## config.mk

```make
export PLATFORM = sky130hd
export DESIGN_NAME = cp0
export DESIGN_NICKNAME = d
export VERILOG_FILES = /design/src/rtl/cp0_pkg.sv /design/src/rtl/cp0_exc_arb.sv /design/src/rtl/cp0.sv
export SDC_FILE = /design/constraint.sdc
export NUM_CORES = 1
export LEC_CHECK = 0
export ABC_CLOCK_PERIOD_IN_PS = 2200
export BUFFER_PORTS_ARGS = -buffer_cell sky130_fd_sc_hd__buf_2
export CAP_MARGIN = 0
export CORE_MARGIN = 4
export CORE_UTILIZATION = 43
export DETAILED_ROUTE_END_ITERATION = 8
export PLACE_DENSITY_LB_ADDON = 0.15
export SETUP_SLACK_MARGIN = 0.02
export SYNTH_ARGS = -nofsm -noshare
export SYNTH_HDL_FRONTEND = slang
export SYNTH_SLANG_ARGS = --single-unit
```

## constraint.sdc

```tcl
create_clock -name clk -period 2.2 [get_ports clk]
set_clock_uncertainty 0.05 [all_clocks]
set_input_delay 0.44 -clock clk [delete_from_list [all_inputs] [get_ports clk]]
set_output_delay 0.44 -clock clk [all_outputs]
set_load 0.01 [all_outputs]
```

## src/rtl/cp0_pkg.sv

```systemverilog
// Shared CP0 constants: register numbers, field positions, exception codes
// and helpers that pack the architectural register views.
package cp0_pkg;

    localparam int unsigned XLEN  = 32;
    localparam int unsigned INT_W = 6;
    localparam int unsigned EXC_W = 5;
    localparam int unsigned ADR_W = 5;

    localparam logic [ADR_W-1:0] REG_SR    = 5'd12;
    localparam logic [ADR_W-1:0] REG_CAUSE = 5'd13;
    localparam logic [ADR_W-1:0] REG_EPC   = 5'd14;
    localparam logic [ADR_W-1:0] REG_PRID  = 5'd15;

    localparam int unsigned SR_IM_LSB  = 10;
    localparam int unsigned SR_EXL_BIT = 1;
    localparam int unsigned SR_IE_BIT  = 0;
    localparam int unsigned CA_BD_BIT  = 31;
    localparam int unsigned CA_IP_LSB  = 10;
    localparam int unsigned CA_EXC_LSB = 2;

    typedef enum logic [EXC_W-1:0] {
        EXC_INT  = 5'd0,
        EXC_ADEL = 5'd4,
        EXC_ADES = 5'd5,
        EXC_RI   = 5'd10,
        EXC_OV   = 5'd12
    } exc_code_e;

    function automatic logic [XLEN-1:0] sr_pack(input logic [INT_W-1:0] im,
                                                input logic exl, input logic ie);
        logic [XLEN-1:0] v;
        v = '0;
        v[SR_IM_LSB +: INT_W] = im;
        v[SR_EXL_BIT]         = exl;
        v[SR_IE_BIT]          = ie;
        return v;
    endfunction

    function automatic logic [XLEN-1:0] cause_pack(input logic bd,
                                                   input logic [INT_W-1:0] ip,
                                                   input logic [EXC_W-1:0] code);
        logic [XLEN-1:0] v;
        v = '0;
        v[CA_BD_BIT]           = bd;
        v[CA_IP_LSB +: INT_W]  = ip;
        v[CA_EXC_LSB +: EXC_W] = code;
        return v;
    endfunction

endpackage

```

## src/rtl/cp0_exc_arb.sv

```systemverilog
// Combinational exception/interrupt arbitration; interrupts win and record code 0.
module cp0_exc_arb
    import cp0_pkg::*;
(
    input  logic [INT_W-1:0] hw_int_i,
    input  logic [INT_W-1:0] im_i,
    input  logic             ie_i,
    input  logic             exl_i,
    input  logic             valid_i,
    input  logic [EXC_W-1:0] exc_code_i,
    output logic             int_pend_o,
    output logic             exc_pend_o,
    output logic             exc_req_o,
    output logic [EXC_W-1:0] sel_code_o
);

    assign int_pend_o = (|(hw_int_i & im_i)) & ie_i & ~exl_i & valid_i;
    assign exc_pend_o = (exc_code_i != '0) & ~exl_i & valid_i;
    assign exc_req_o  = int_pend_o | exc_pend_o;
    assign sel_code_o = int_pend_o ? EXC_INT : exc_code_i;

endmodule

```

## src/rtl/cp0.sv

```systemverilog
// Coprocessor 0 in the M stage: SR/Cause/EPC/PRId, exception commit,
// mfc0/mtc0 access and eret handling.
module cp0
    import cp0_pkg::*;
#(
    parameter logic [XLEN-1:0] PRID_VALUE = 32'h0000_0007,
    parameter logic [XLEN-1:0] EXC_ENTRY  = 32'h0000_4180
) (
    input  logic             clk,
    input  logic             reset,
    input  logic             we,
    input  logic [4:0]       addr,
    input  logic [31:0]      din,
    input  logic [31:0]      pc_m,
    input  logic             pc_m_valid,
    input  logic [6:2]       ExcCode_M,
    input  logic             BD_M,
    input  logic             eret_m,
    input  logic [7:2]       HWInt,
    output logic [31:0]      dout,
    output logic             exc_req,
    output logic [31:0]      exc_entry,
    output logic [31:0]      epc_out,
    output logic             exl_out
);

    logic [INT_W-1:0] sr_im_q, sr_im_d;
    logic             sr_exl_q, sr_exl_d;
    logic             sr_ie_q, sr_ie_d;
    logic             cause_bd_q, cause_bd_d;
    logic [INT_W-1:0] cause_ip_q, cause_ip_d;
    logic [EXC_W-1:0] cause_exc_q, cause_exc_d;
    logic [XLEN-1:0]  epc_q, epc_d;

    logic             int_pend;
    logic             exc_pend;
    logic [EXC_W-1:0] sel_code;
    logic             wr_sr;
    logic             wr_epc;
    logic             unused_pend;
    logic             unused_pc_lsb;

    cp0_exc_arb u_arb (
        .hw_int_i   (HWInt),
        .im_i       (sr_im_q),
        .ie_i       (sr_ie_q),
        .exl_i      (sr_exl_q),
        .valid_i    (pc_m_valid),
        .exc_code_i (ExcCode_M),
        .int_pend_o (int_pend),
        .exc_pend_o (exc_pend),
        .exc_req_o  (exc_req),
        .sel_code_o (sel_code)
    );

    assign unused_pend   = exc_pend;
    assign unused_pc_lsb = ^pc_m[1:0];

    // A committing exception suppresses mtc0 and eret in the same cycle.
    assign wr_sr  = we && (addr == REG_SR)  && !exc_req;
    assign wr_epc = we && (addr == REG_EPC) && !exc_req;

    always_comb begin
        sr_im_d     = sr_im_q;
        sr_exl_d    = sr_exl_q;
        sr_ie_d     = sr_ie_q;
        cause_bd_d  = cause_bd_q;
        cause_exc_d = cause_exc_q;
        epc_d       = epc_q;
        cause_ip_d  = HWInt;
        if (exc_req) begin
            sr_exl_d    = 1'b1;
            cause_exc_d = sel_code;
            cause_bd_d  = BD_M;
            epc_d       = BD_M ? {pc_m[31:2] - 30'd1, 2'b00} : {pc_m[31:2], 2'b00};
        end else begin
            if (wr_sr) begin
                sr_im_d  = din[SR_IM_LSB +: INT_W];
                sr_exl_d = din[SR_EXL_BIT];
                sr_ie_d  = din[SR_IE_BIT];
            end
            if (wr_epc) begin
                epc_d = {din[31:2], 2'b00};
            end
            if (eret_m) begin
                sr_exl_d = 1'b0;
            end
        end
    end

    always_ff @(posedge clk or negedge reset) begin
        if (!reset) begin
            sr_im_q     <= '0;
            sr_exl_q    <= 1'b0;
            sr_ie_q     <= 1'b0;
            cause_bd_q  <= 1'b0;
            cause_ip_q  <= '0;
            cause_exc_q <= '0;
            epc_q       <= '0;
        end else begin
            sr_im_q     <= sr_im_d;
            sr_exl_q    <= sr_exl_d;
            sr_ie_q     <= sr_ie_d;
            cause_bd_q  <= cause_bd_d;
            cause_ip_q  <= cause_ip_d;
            cause_exc_q <= cause_exc_d;
            epc_q       <= epc_d;
        end
    end

    always_comb begin
        dout = '0;
        case (addr)
            REG_SR:    dout = sr_pack(sr_im_q, sr_exl_q, sr_ie_q);
            REG_CAUSE: dout = cause_pack(cause_bd_q, cause_ip_q, cause_exc_q);
            REG_EPC:   dout = epc_q;
            REG_PRID:  dout = PRID_VALUE;
            default:   dout = '0;
        endcase
    end

    // EPC bypass lets eret directly follow an mtc0 to EPC.
    assign epc_out   = wr_epc ? {din[31:2], 2'b00} : epc_q;
    assign exc_entry = EXC_ENTRY;
    assign exl_out   = sr_exl_q;

endmodule

```

==> out/metrics.csv <==
metric,value,unit
CTS sink cnt,52,
final setup fails,40,
drt pass-1 iters,4,
Die H,104,um
Layout Nets,685,
CP Capture Type,primary output,
Reg area,1300,um2
crit-path cells,"a22o_1, o31ai_4, buf_6, a31oi_4, nor2b_4, buf_4, buf_16, mux2_4, buf_2",
wire per inst,16.9,um
largest net degree at the start of global routing,47,
WL met2,5980,um
initial antenna violation count,0,
worst-path fanout max,8,
Slowest Stage Delay on Critical Path,0.39,ns
Core Area,8850,um2
Static Leakage,0.00262,uW
Met1 Routed Length,5220,um
Slew Limit Fails,0,
Multi-input gate area,2590,um2
Num CTS Buffers,5,
vias in the first global route,3700,
remaining antenna violation count,0,
Routed WL,12000,um
Post-Synthesis Cells,419,
post-synthesis sequential area ratio,32.9,%
CP max stage cell,dfrtp_1,
RePlAce Congestion,0.854,
Hold WS,0.0710,ns
Top Layer Used,met4,
Final Hold Viols,0,
Port Buffers,149,
Power Dens Cells,577,nW/um2
Starting DRT DRC Count,142,
mean area per synthesized cell,9.45,um2
post-DP HPWL,8400,um
met3 WL post-DR,692,um
worst-margin pin slew,0.618,ns
Final WS setup,-0.664,ns
final setup TNS,-21.86,ns
number of distinct library cells after synthesis,50,
fraction of layout cells with a size suffix above 1,47.2,%
"reg-to-reg slack, setup",-0.14,ns
arrival time of the worst setup path,2.37,ns
Ports,184,
Max Root-Sink Buffers,2,
first-pass GRT wire length,18400,um
P&R area growth vs syn,41.8,%
Die W,104,um
RSZ-0062 raised after global routing,yes,
GRT Util Overall,20.3,%
worst hold path class,input pin to asynchronous set/reset pin,
htree depth,2,
Max-cap violations,0,
crit path launch type,flip-flop,
status,finished with violations,
"Hold-fix buffers, CTS",0,
worst vdd ir,293,uV
grt total ovfl,0,
Synth Cell Area,3960,um2
Filler cells,774,
# diodes,0,
YS warnings,0,
CTS Root Buffer Type,clkbuf_8,
TritonCTS clock tree,built,
Setup Crit Path Kind,flip-flop to primary output,
pre-CTS setup slack,-0.482,ns
Buf/Inv on CP,4,
violated checks,setup timing,
row count,34,
DRC,0,
clk slew on worst S/H paths,0.10,ns
Synth Flop Type,dfrtp_1,
Die ar.,10800,um2
ys async rst share,100,%
"CP delay by family, top",compound AO/OA/AOI/OAI gates,
Worst Path Required,1.71,ns
Skew-Pair Late Insertion Delay,0.31,ns
#FFs+latches synth,52,
Max Clk Rate,349,MHz
"EDFF count, synth",0,
vias per inst,5.12,
normalized max-slew margin,58.8,%
Initial Util,44.8,%
via count,3618,
fin crit share,130,%
Final min period,2.86,ns
==> layer usage <==
| metal | vias up | track usage [%] |
|---|---|---|
| li1 | 1761 | - |
| met1 | 1731 | 26.1 |
| met2 | 118 | 35.5 |
| met3 | 8 | 4.59 |
| met4 | 0 | 3.32 |
| met5 | - | 0 |
==> area by class of cell <==
type	instances	area share (%)
inverters	3	0.201
multi-input cells	340	46.2
clock buffers	5	1.23
repair buffers	196	26.4
well taps	108	2.41
clock inverters	3	0.401
flip-flops and latches	52	23.2
==> through the flow <==
stage / area, um2 / power, uW / instances / utilization, %
floorplan: 4210 / 2000 / 449 / -
global route: 5620 / 3450 / 707 / 63.5
global placement: 5010 / 2390 / 682 / 56.6
detailed placement: 5010 / 2410 / 682 / 56.6
CTS: 5360 / 3160 / 696 / 60.5
finish: 5620 / 3240 / 707 / 63.5
==> cell usage after synthesis (2+ instances only) <==
master	number	area [um2]
nor4b_2	2	30.0
and2_1	19	119
buf_6	4	45.0
or3_1	2	12.5
xnor2_1	14	123
mux2i_1	16	160
nand4_1	4	25.0
nor2b_1	8	50.1
a22o_1	3	26.3
conb_1	2	7.51
nand2b_1	3	18.8
nor3b_1	2	15.0
mux2_2	48	541
nor2_1	50	188
a21oi_1	33	165
nand3_1	3	15.0
nand2_1	22	82.6
mux2_1	11	124
buf_4	36	270
nor3_1	9	45.0
inv_1	3	11.3
nand4b_1	2	17.5
dfrtp_1	52	1300
buf_2	4	20.0
nor4_4	2	42.5
a22oi_1	7	52.6
xor2_1	13	114
clkbuf_1	9	33.8
o21ai_0	14	70.1
or4_1	2	15.0
==> cell usage in the layout (no fill, tap or decap), types with 2 or more instances in the layout <==
cell type,netlist,routed
a21oi_1,33,33
a22o_1,3,3
a22oi_1,7,7
and2_1,19,19
buf_12,0,6
buf_16,0,3
buf_2,4,126
buf_4,36,30
buf_6,4,26
clkbuf_16,0,4
clkbuf_8,0,5
conb_1,2,32
dfrtp_1,52,52
inv_1,3,3
mux2_2,48,22
mux2_4,0,37
mux2i_1,16,16
nand2_1,22,22
nand2b_1,3,3
nand3_1,3,3
nand4_1,4,4
nand4b_1,2,2
nor2_1,50,50
nor2b_1,8,4
nor2b_2,0,2
nor2b_4,0,2
nor3_1,9,8
nor3_4,1,3
nor3b_1,2,2
nor4_4,2,2
nor4b_2,2,2
o21ai_0,14,13
or3_1,2,2
or4_1,2,2
xnor2_1,14,14
xor2_1,13,13
==> final timing paths <==
kind,to,depth (start not counted),from
hold / removal,cause_ip_q[0]$_DFF_PN0_,1,reset
max in group asynchronous,epc_q[18]$_DFF_PN0_,2,reset
setup reg to reg,sr_im_q[1]$_DFFE_PN0P_,10,sr_im_q[2]$_DFFE_PN0P_
min in group clk,cause_ip_q[0]$_DFF_PN0_,1,HWInt[2]
hold reg to reg,cause_exc_q[4]$_DFFE_PN0P_,2,cause_exc_q[4]$_DFFE_PN0P_
setup / recovery,epc_out[3],9,sr_im_q[2]$_DFFE_PN0P_
==> report_power, final <==
| part | switching (uW) | total, uW | leakage, uW | internal, uW |
|---|---|---|---|---|
| Combinational | 584 | 1380 | 0.00196 | 800 |
| Clock | 348 | 577 | 0.0000485 | 229 |
| Sequential | 141 | 1280 | 0.000615 | 1140 |
==> repair_timing <==
| item | 4_1_cts | 5_1_grt |
|---|---|---|
| setup endpoints to repair | 41 | 78 |
| buffers inserted | 4 | 8 |
| pin swaps | 0 | 1 |
| cloned | 2 | 4 |
| gates resized for setup | 27 | 26 |
==> logic make-up (layout without fill, tap and decap cells) <==
family | Yosys count | in the layout | share of synthesized area, %
AOI/OAI and AO/OA | 63 | 63 | 9.07
other | 2 | 32 | 0.190
buffers and inverters | 57 | 207 | 9.70
xor gates and xnor gates | 27 | 27 | 5.97
adders and majority gates | 1 | 1 | 0.316
and+or+nand+nor | 142 | 142 | 21.1
muxes | 75 | 75 | 20.8
DFF | 52 | 52 | 32.9
==> sequential cells by signal, indices dropped and copies added (netlist names) <==
signal       flops
sr_im_q          6
epc_q           32
cause_exc_q      5
cause_ip_q       6
exl_out          1
sr_ie_q          1
cause_bd_q       1
Note: power is estimated with default switching activity, not from simulation.
